$ cat src/rtl/apb_pkg.sv
// ============================================================================
// apb_pkg: shared APB bus widths, requester state encoding and command struct.
// Revision: 1.0
// ============================================================================
`default_nettype none

package apb_pkg;

  localparam int APB_ADDR_W = 32;
  localparam int APB_DATA_W = 8;

  typedef enum logic [1:0] {
    IDLE   = 2'd0,
    SETUP  = 2'd1,
    ACCESS = 2'd2
  } apb_state_e;

  typedef struct packed {
    logic                  write;
    logic [APB_ADDR_W-1:0] addr;
    logic [APB_DATA_W-1:0] wdata;
  } apb_cmd_t;

endpackage

`default_nettype wire

$ cat src/rtl/apb_master_bridge.sv
// ============================================================================
// apb_master_bridge: command/response port to APB requester, one transfer per
// command, with a bounded wait-state timeout.
// Revision: 1.0
// ============================================================================
`default_nettype none

module apb_master_bridge
  import apb_pkg::*;
#(
  parameter int ADDR_W         = APB_ADDR_W,
  parameter int DATA_W         = APB_DATA_W,
  parameter int TIMEOUT_CYCLES = 16
) (
  input  logic              pclk,
  input  logic              prst,
  input  logic              cmd_valid,
  output logic              cmd_ready,
  input  logic              cmd_write,
  input  logic [ADDR_W-1:0] cmd_addr,
  input  logic [DATA_W-1:0] cmd_wdata,
  output logic              rsp_valid,
  output logic [DATA_W-1:0] rsp_rdata,
  output logic              rsp_slverr,
  output logic              rsp_timeout,
  output logic              psel,
  output logic              penable,
  output logic              pwrite,
  output logic [ADDR_W-1:0] paddr,
  output logic [DATA_W-1:0] pwdata,
  input  logic [DATA_W-1:0] prdata,
  input  logic              pready,
  input  logic              pslverr
);

  localparam int C_CNT_W = (TIMEOUT_CYCLES > 0) ? $clog2(TIMEOUT_CYCLES + 1) : 1;
  localparam logic [C_CNT_W-1:0] C_CNT_LAST =
    (TIMEOUT_CYCLES > 0) ? C_CNT_W'(TIMEOUT_CYCLES - 1) : '0;

  apb_state_e          state_q, state_d;
  logic                psel_q, psel_d;
  logic                penable_q, penable_d;
  logic                pwrite_q, pwrite_d;
  logic [ADDR_W-1:0]   paddr_q, paddr_d;
  logic [DATA_W-1:0]   pwdata_q, pwdata_d;
  logic                rsp_valid_q, rsp_valid_d;
  logic [DATA_W-1:0]   rsp_rdata_q, rsp_rdata_d;
  logic                rsp_slverr_q, rsp_slverr_d;
  logic                rsp_timeout_q, rsp_timeout_d;
  logic [C_CNT_W-1:0]  cnt_q, cnt_d;

  logic w_in_access;
  logic w_timeout_hit;
  logic w_done;
  logic w_accept;

  assign w_in_access   = (state_q == ACCESS);
  assign w_timeout_hit = (TIMEOUT_CYCLES != 0) && (cnt_q == C_CNT_LAST) && !pready;
  // pready only counts in ACCESS; a ready slave during IDLE/SETUP is ignored
  assign w_done        = w_in_access && (pready || w_timeout_hit);
  assign w_accept      = cmd_valid && cmd_ready;

  // State register
  always_ff @(posedge pclk or negedge prst) begin
    if (!prst) begin
      state_q <= IDLE;
    end else begin
      state_q <= state_d;
    end
  end

  // Next-state logic
  always_comb begin
    state_d = state_q;
    case (state_q)
      IDLE:    if (cmd_valid) state_d = SETUP;
      SETUP:   state_d = ACCESS;
      ACCESS:  if (w_done) state_d = cmd_valid ? SETUP : IDLE;
      default: state_d = IDLE;
    endcase
  end

  // Output / datapath next values
  always_comb begin
    cmd_ready     = (state_q == IDLE) || w_done;
    psel_d        = (state_d != IDLE);
    penable_d     = (state_d == ACCESS);
    pwrite_d      = pwrite_q;
    paddr_d       = paddr_q;
    pwdata_d      = pwdata_q;
    rsp_valid_d   = w_done;
    rsp_rdata_d   = rsp_rdata_q;
    rsp_slverr_d  = rsp_slverr_q;
    rsp_timeout_d = rsp_timeout_q;
    cnt_d         = cnt_q;

    if (w_accept) begin
      pwrite_d = cmd_write;
      paddr_d  = cmd_addr;
      pwdata_d = cmd_wdata;
    end

    if (w_done) begin
      rsp_rdata_d   = (!pwrite_q && pready) ? prdata : '0;
      rsp_slverr_d  = pready ? pslverr : 1'b1;
      rsp_timeout_d = !pready;
    end

    // Counter saturates rather than wrapping so a disabled timeout never aliases
    if (w_done || (state_d == SETUP)) begin
      cnt_d = '0;
    end else if (w_in_access && !pready && (cnt_q != {C_CNT_W{1'b1}})) begin
      cnt_d = cnt_q + 1'b1;
    end
  end

  always_ff @(posedge pclk or negedge prst) begin
    if (!prst) begin
      psel_q        <= 1'b0;
      penable_q     <= 1'b0;
      pwrite_q      <= 1'b0;
      paddr_q       <= '0;
      pwdata_q      <= '0;
      rsp_valid_q   <= 1'b0;
      rsp_rdata_q   <= '0;
      rsp_slverr_q  <= 1'b0;
      rsp_timeout_q <= 1'b0;
      cnt_q         <= '0;
    end else begin
      psel_q        <= psel_d;
      penable_q     <= penable_d;
      pwrite_q      <= pwrite_d;
      paddr_q       <= paddr_d;
      pwdata_q      <= pwdata_d;
      rsp_valid_q   <= rsp_valid_d;
      rsp_rdata_q   <= rsp_rdata_d;
      rsp_slverr_q  <= rsp_slverr_d;
      rsp_timeout_q <= rsp_timeout_d;
      cnt_q         <= cnt_d;
    end
  end

  assign psel        = psel_q;
  assign penable     = penable_q;
  assign pwrite      = pwrite_q;
  assign paddr       = paddr_q;
  assign pwdata      = pwdata_q;
  assign rsp_valid   = rsp_valid_q;
  assign rsp_rdata   = rsp_rdata_q;
  assign rsp_slverr  = rsp_slverr_q;
  assign rsp_timeout = rsp_timeout_q;

endmodule

`default_nettype wire

$ cat config.mk
export PLATFORM = sky130hd
export DESIGN_NAME = apb_master_bridge
export DESIGN_NICKNAME = d
export VERILOG_FILES = /design/src/rtl/apb_pkg.sv /design/src/rtl/apb_master_bridge.sv
export SDC_FILE = /design/constraint.sdc
export NUM_CORES = 1
export LEC_CHECK = 0
export ABC_CLOCK_PERIOD_IN_PS = 2850
export CORE_AREA = 4 4 82 84
export DETAILED_ROUTE_END_ITERATION = 8
export DIE_AREA = 0 0 86 88
export PLACE_DENSITY = 0.81
export SLEW_MARGIN = 20
export SYNTH_ARGS = -nofsm -noshare
export SYNTH_HDL_FRONTEND = slang
export SYNTH_SLANG_ARGS = --single-unit
$ cat constraint.sdc
create_clock -name pclk -period 2.85 [get_ports pclk]
set_input_delay 0.57 -clock pclk [delete_from_list [all_inputs] [get_ports pclk]]
set_output_delay 0.57 -clock pclk [all_outputs]
set_load 0.05 [all_outputs]
==> results.sh <==
export IMPL_outcome="complete, no violations"
export IMPL_use_met3=0.0442
export IMPL_grt_max_degree=62
export IMPL_die_area_um2=7570
export IMPL_clk_pin_slew_worst_paths_ps=70
export IMPL_arrival_ps=2100
export IMPL_crit_path_cell_trace="ha_1, and3_1, ha_1, nor3b_2, nor2_1, buf_4"
export IMPL_slew_viol_final=0
export IMPL_grt_busiest_layer="met2"
export IMPL_intPower_mw=2.22
export IMPL_io_pins=109
export IMPL_ys_warn_count=0
export IMPL_crit_path_max_incr_delay_ps=420
export IMPL_cpLargestDelayFamily="simple AND/OR/NAND/NOR gates"
export IMPL_syn_avg_cell_area_um2=14.6
export IMPL_worst_setup_path_start_kind="flop"
export IMPL_r2r_slack_ps=590
export IMPL_ys_ff_latch=61
export IMPL_period_minus_slack_ps=2670
export IMPL_cts_buffers_inserted=9
export IMPL_endpoint_kind="output pin"
export IMPL_p_sw_frac=0.417
export IMPL_yosys_top_cells_area="dfrtp_1, mux2_2, mux2i_1, buf_6, ha_1"
export IMPL_core_um2=5920
export IMPL_power_density_nw_per_um2=1000
export IMPL_grt_antenna_before_repair=0
export IMPL_area_growth_synth_to_final_pct=54.3
export IMPL_final_cell_area_um2=3800
export IMPL_wl_per_cell_um=14.7
export IMPL_grt_use_met1=0.188
export IMPL_fin_skew_ps=5.00
export IMPL_hold_viol_final=0
export IMPL_cts_hold_buf=0
export IMPL_max_clock_freq_mhz=374
export IMPL_n_fill_cell=471
export IMPL_layout_drive_gt1_share=0.228
export IMPL_regArea_um2=1530
export IMPL_postRouteAntennaNets=0
export IMPL_cp_depth=6
export IMPL_vias_per_cell=4.67
export IMPL_dr_total_vias=1700
export IMPL_cts_root_buf="clkbuf_8"
export IMPL_routed_wl_um=5340
export IMPL_drc=0
export IMPL_use_met2=0.238
export IMPL_p_switching_mw=1.59
export IMPL_finalNonFillerCells=364
export IMPL_synth_distinct_cells=25
export IMPL_syn_num_nets=226
export IMPL_comb_power_share=0.478
export IMPL_drt_first_pass_iters=4
export IMPL_rr_endpoint="paddr[28]"
export IMPL_cts_tree="yes"
export IMPL_pwr_share_seq=0.328
export IMPL_crit_fanout=5
export IMPL_track_usage=0.150
export IMPL_critical_path_class="flop to output pin"
export IMPL_final_core_util=0.642
export IMPL_clk_path_buf_depth=2
export IMPL_worst_slew_pin_slew_ps=565
export IMPL_die_h_um=88
export IMPL_finalCritPeriodShare=0.939
export IMPL_grt_pass1_wl_um=8700
export IMPL_worstReg2RegStart="cnt_q[0]"
export IMPL_numClockSinks=61
export IMPL_required_ps=2280
export IMPL_netlist_area_leader_share=0.620
export IMPL_path_buf_inv=1
export IMPL_synth_area_um2=2460
export IMPL_cts_setup_buffers=0
export IMPL_dp_cells=348
export IMPL_pwr_share_clk=0.194
export IMPL_num_antenna_cells=0
export IMPL_worst_path_max_delay_cell="dfrtp_1"
export IMPL_clkLatencyLatePin_ps=320
export IMPL_drtIter0Drc=45
export IMPL_cts_resized=0
export IMPL_peakVddDrop_uv=531
export IMPL_dp_hpwl_um=3990
export IMPL_htree_levels=3
export IMPL_yosysSeqAreaShare=0.620
export IMPL_initial_utilization=0.416
export IMPL_crit_top_cell="ha_1"
export IMPL_rsz0062_at_grt="false"
export IMPL_setup_viol=0
export IMPL_tns_ps=0
export IMPL_die_w_um=86
export IMPL_grt_pass1_vias=1782
export IMPL_nets=341
export IMPL_hold_path_class="input port to asynchronous set/reset pin"
export IMPL_synth_top_cell_by_area="dfrtp_1"
export IMPL_syn_inst=169
export IMPL_power_total_mw=3.81
export IMPL_multiInputGateArea_um2=840
export IMPL_maxCapViolations=0
export IMPL_gr_total_overflow=0
export IMPL_finalWeightedCongestion=0.729
export IMPL_slew_headroom=0.620
export IMPL_portBuffers=108
export IMPL_post_dp_cell_area_um2=3610
export IMPL_core_rowCount=28
export IMPL_r2r_cells=7
export IMPL_p_leak_nw=1.59
cells by family after synthesis:
| kind of cell | synth area share |
|---|---|
| and+or+nand+nor | 0.0686 |
| DFF | 0.620 |
| muxes | 0.237 |
| AOI/OAI and AO/OA | 0.0163 |
| xor gates and xnor gates | 0.00356 |
| adders and majority gates | 0.0152 |
| buffers and inverters | 0.0391 |
worst register-to-register path, cell delays in order, from the launching register on:
cell and delay [ps]:
dfrtp_1 420, ha_1 230, and3_1 210, ha_1 230, nor3b_2 410, nor3b_4 80
buf_4 250, mux2_2 310
state kept, by name (all words and copies together), names as in the netlist:
name / cells
paddr: 32
pwdata: 8
rsp_rdata: 8
cnt_q: 5
state_q: 2
penable: 1
psel: 1
pwrite: 1
rsp_slverr: 1
rsp_timeout: 1
rsp_valid: 1
worst max path at each step:
stage	start	to
final	cnt_q[0]	cmd_ready
after global routing	cnt_q[0]	cmd_ready
after CTS	cnt_q[0]	cmd_ready
after detailed placement	pready	paddr[10]
after global placement	pready	cmd_ready
after floorplan	cnt_q[0]	cmd_ready
power by group through the flow:
stage / clock (mW) / sequential [mW] / combinational (mW)
floorplan: 0 / 2.09 / 0.368
global placement: 0 / 1.26 / 1.82
detailed placement: 0 / 1.27 / 1.84
CTS: 0.764 / 1.26 / 1.85
global route: 0.812 / 1.29 / 1.91
finish: 0.740 / 1.25 / 1.82
final cells by class:
type | instances | area share
clock inverters | 4 | 0.0125
repair buffers | 111 | 0.292
well taps | 75 | 0.0247
multi-input cells | 91 | 0.221
flip-flops and latches | 61 | 0.402
inverters | 10 | 0.00988
clock buffers | 12 | 0.0382
cell usage after synthesis:
master / number
dfrtp_1: 61
mux2_2: 43
inv_1: 10
mux2i_1: 10
nand2_1: 9
nor2_1: 7
buf_6: 4
ha_1: 3
a21oi_1: 2
and3_1: 2
buf_2: 2
nor2b_1: 2
nor3_1: 2
a211oi_1: 1
a31oi_1: 1
clkbuf_1: 1
nand4_1: 1
nor3b_2: 1
nor3b_4: 1
nor4_1: 1
nor4b_4: 1
o21a_1: 1
o22a_1: 1
or2_2: 1
xnor2_1: 1
per-stage QoR:
stage	hold slack (ps)	setup slack [ps]
4_1_cts	254	165
5_1_grt	269	58.1
3_3_place_gp	489	484
2_1_floorplan	274	625
6_report	249	175
3_5_place_dp	497	467
layer usage:
metal	share of wire	wire length (um)
met1	0.42	2240
met2	0.49	2590
met3	0.077	411
met4	0.018	97
met5	0	0
placed cells by master, fill, tap and decap left out, types with 3 or more instances in the layout:
cell type | synthesis | routed
mux2_2 | 43 | 43
inv_1 | 10 | 10
clkdlybuf4s50_1 | 0 | 106
buf_4 | 0 | 3
nor2_1 | 7 | 7
ha_1 | 3 | 3
dfrtp_1 | 61 | 61
mux2i_1 | 10 | 10
clkbuf_8 | 0 | 10
nand2_1 | 9 | 9
Note: power is estimated with default switching activity, not from simulation.
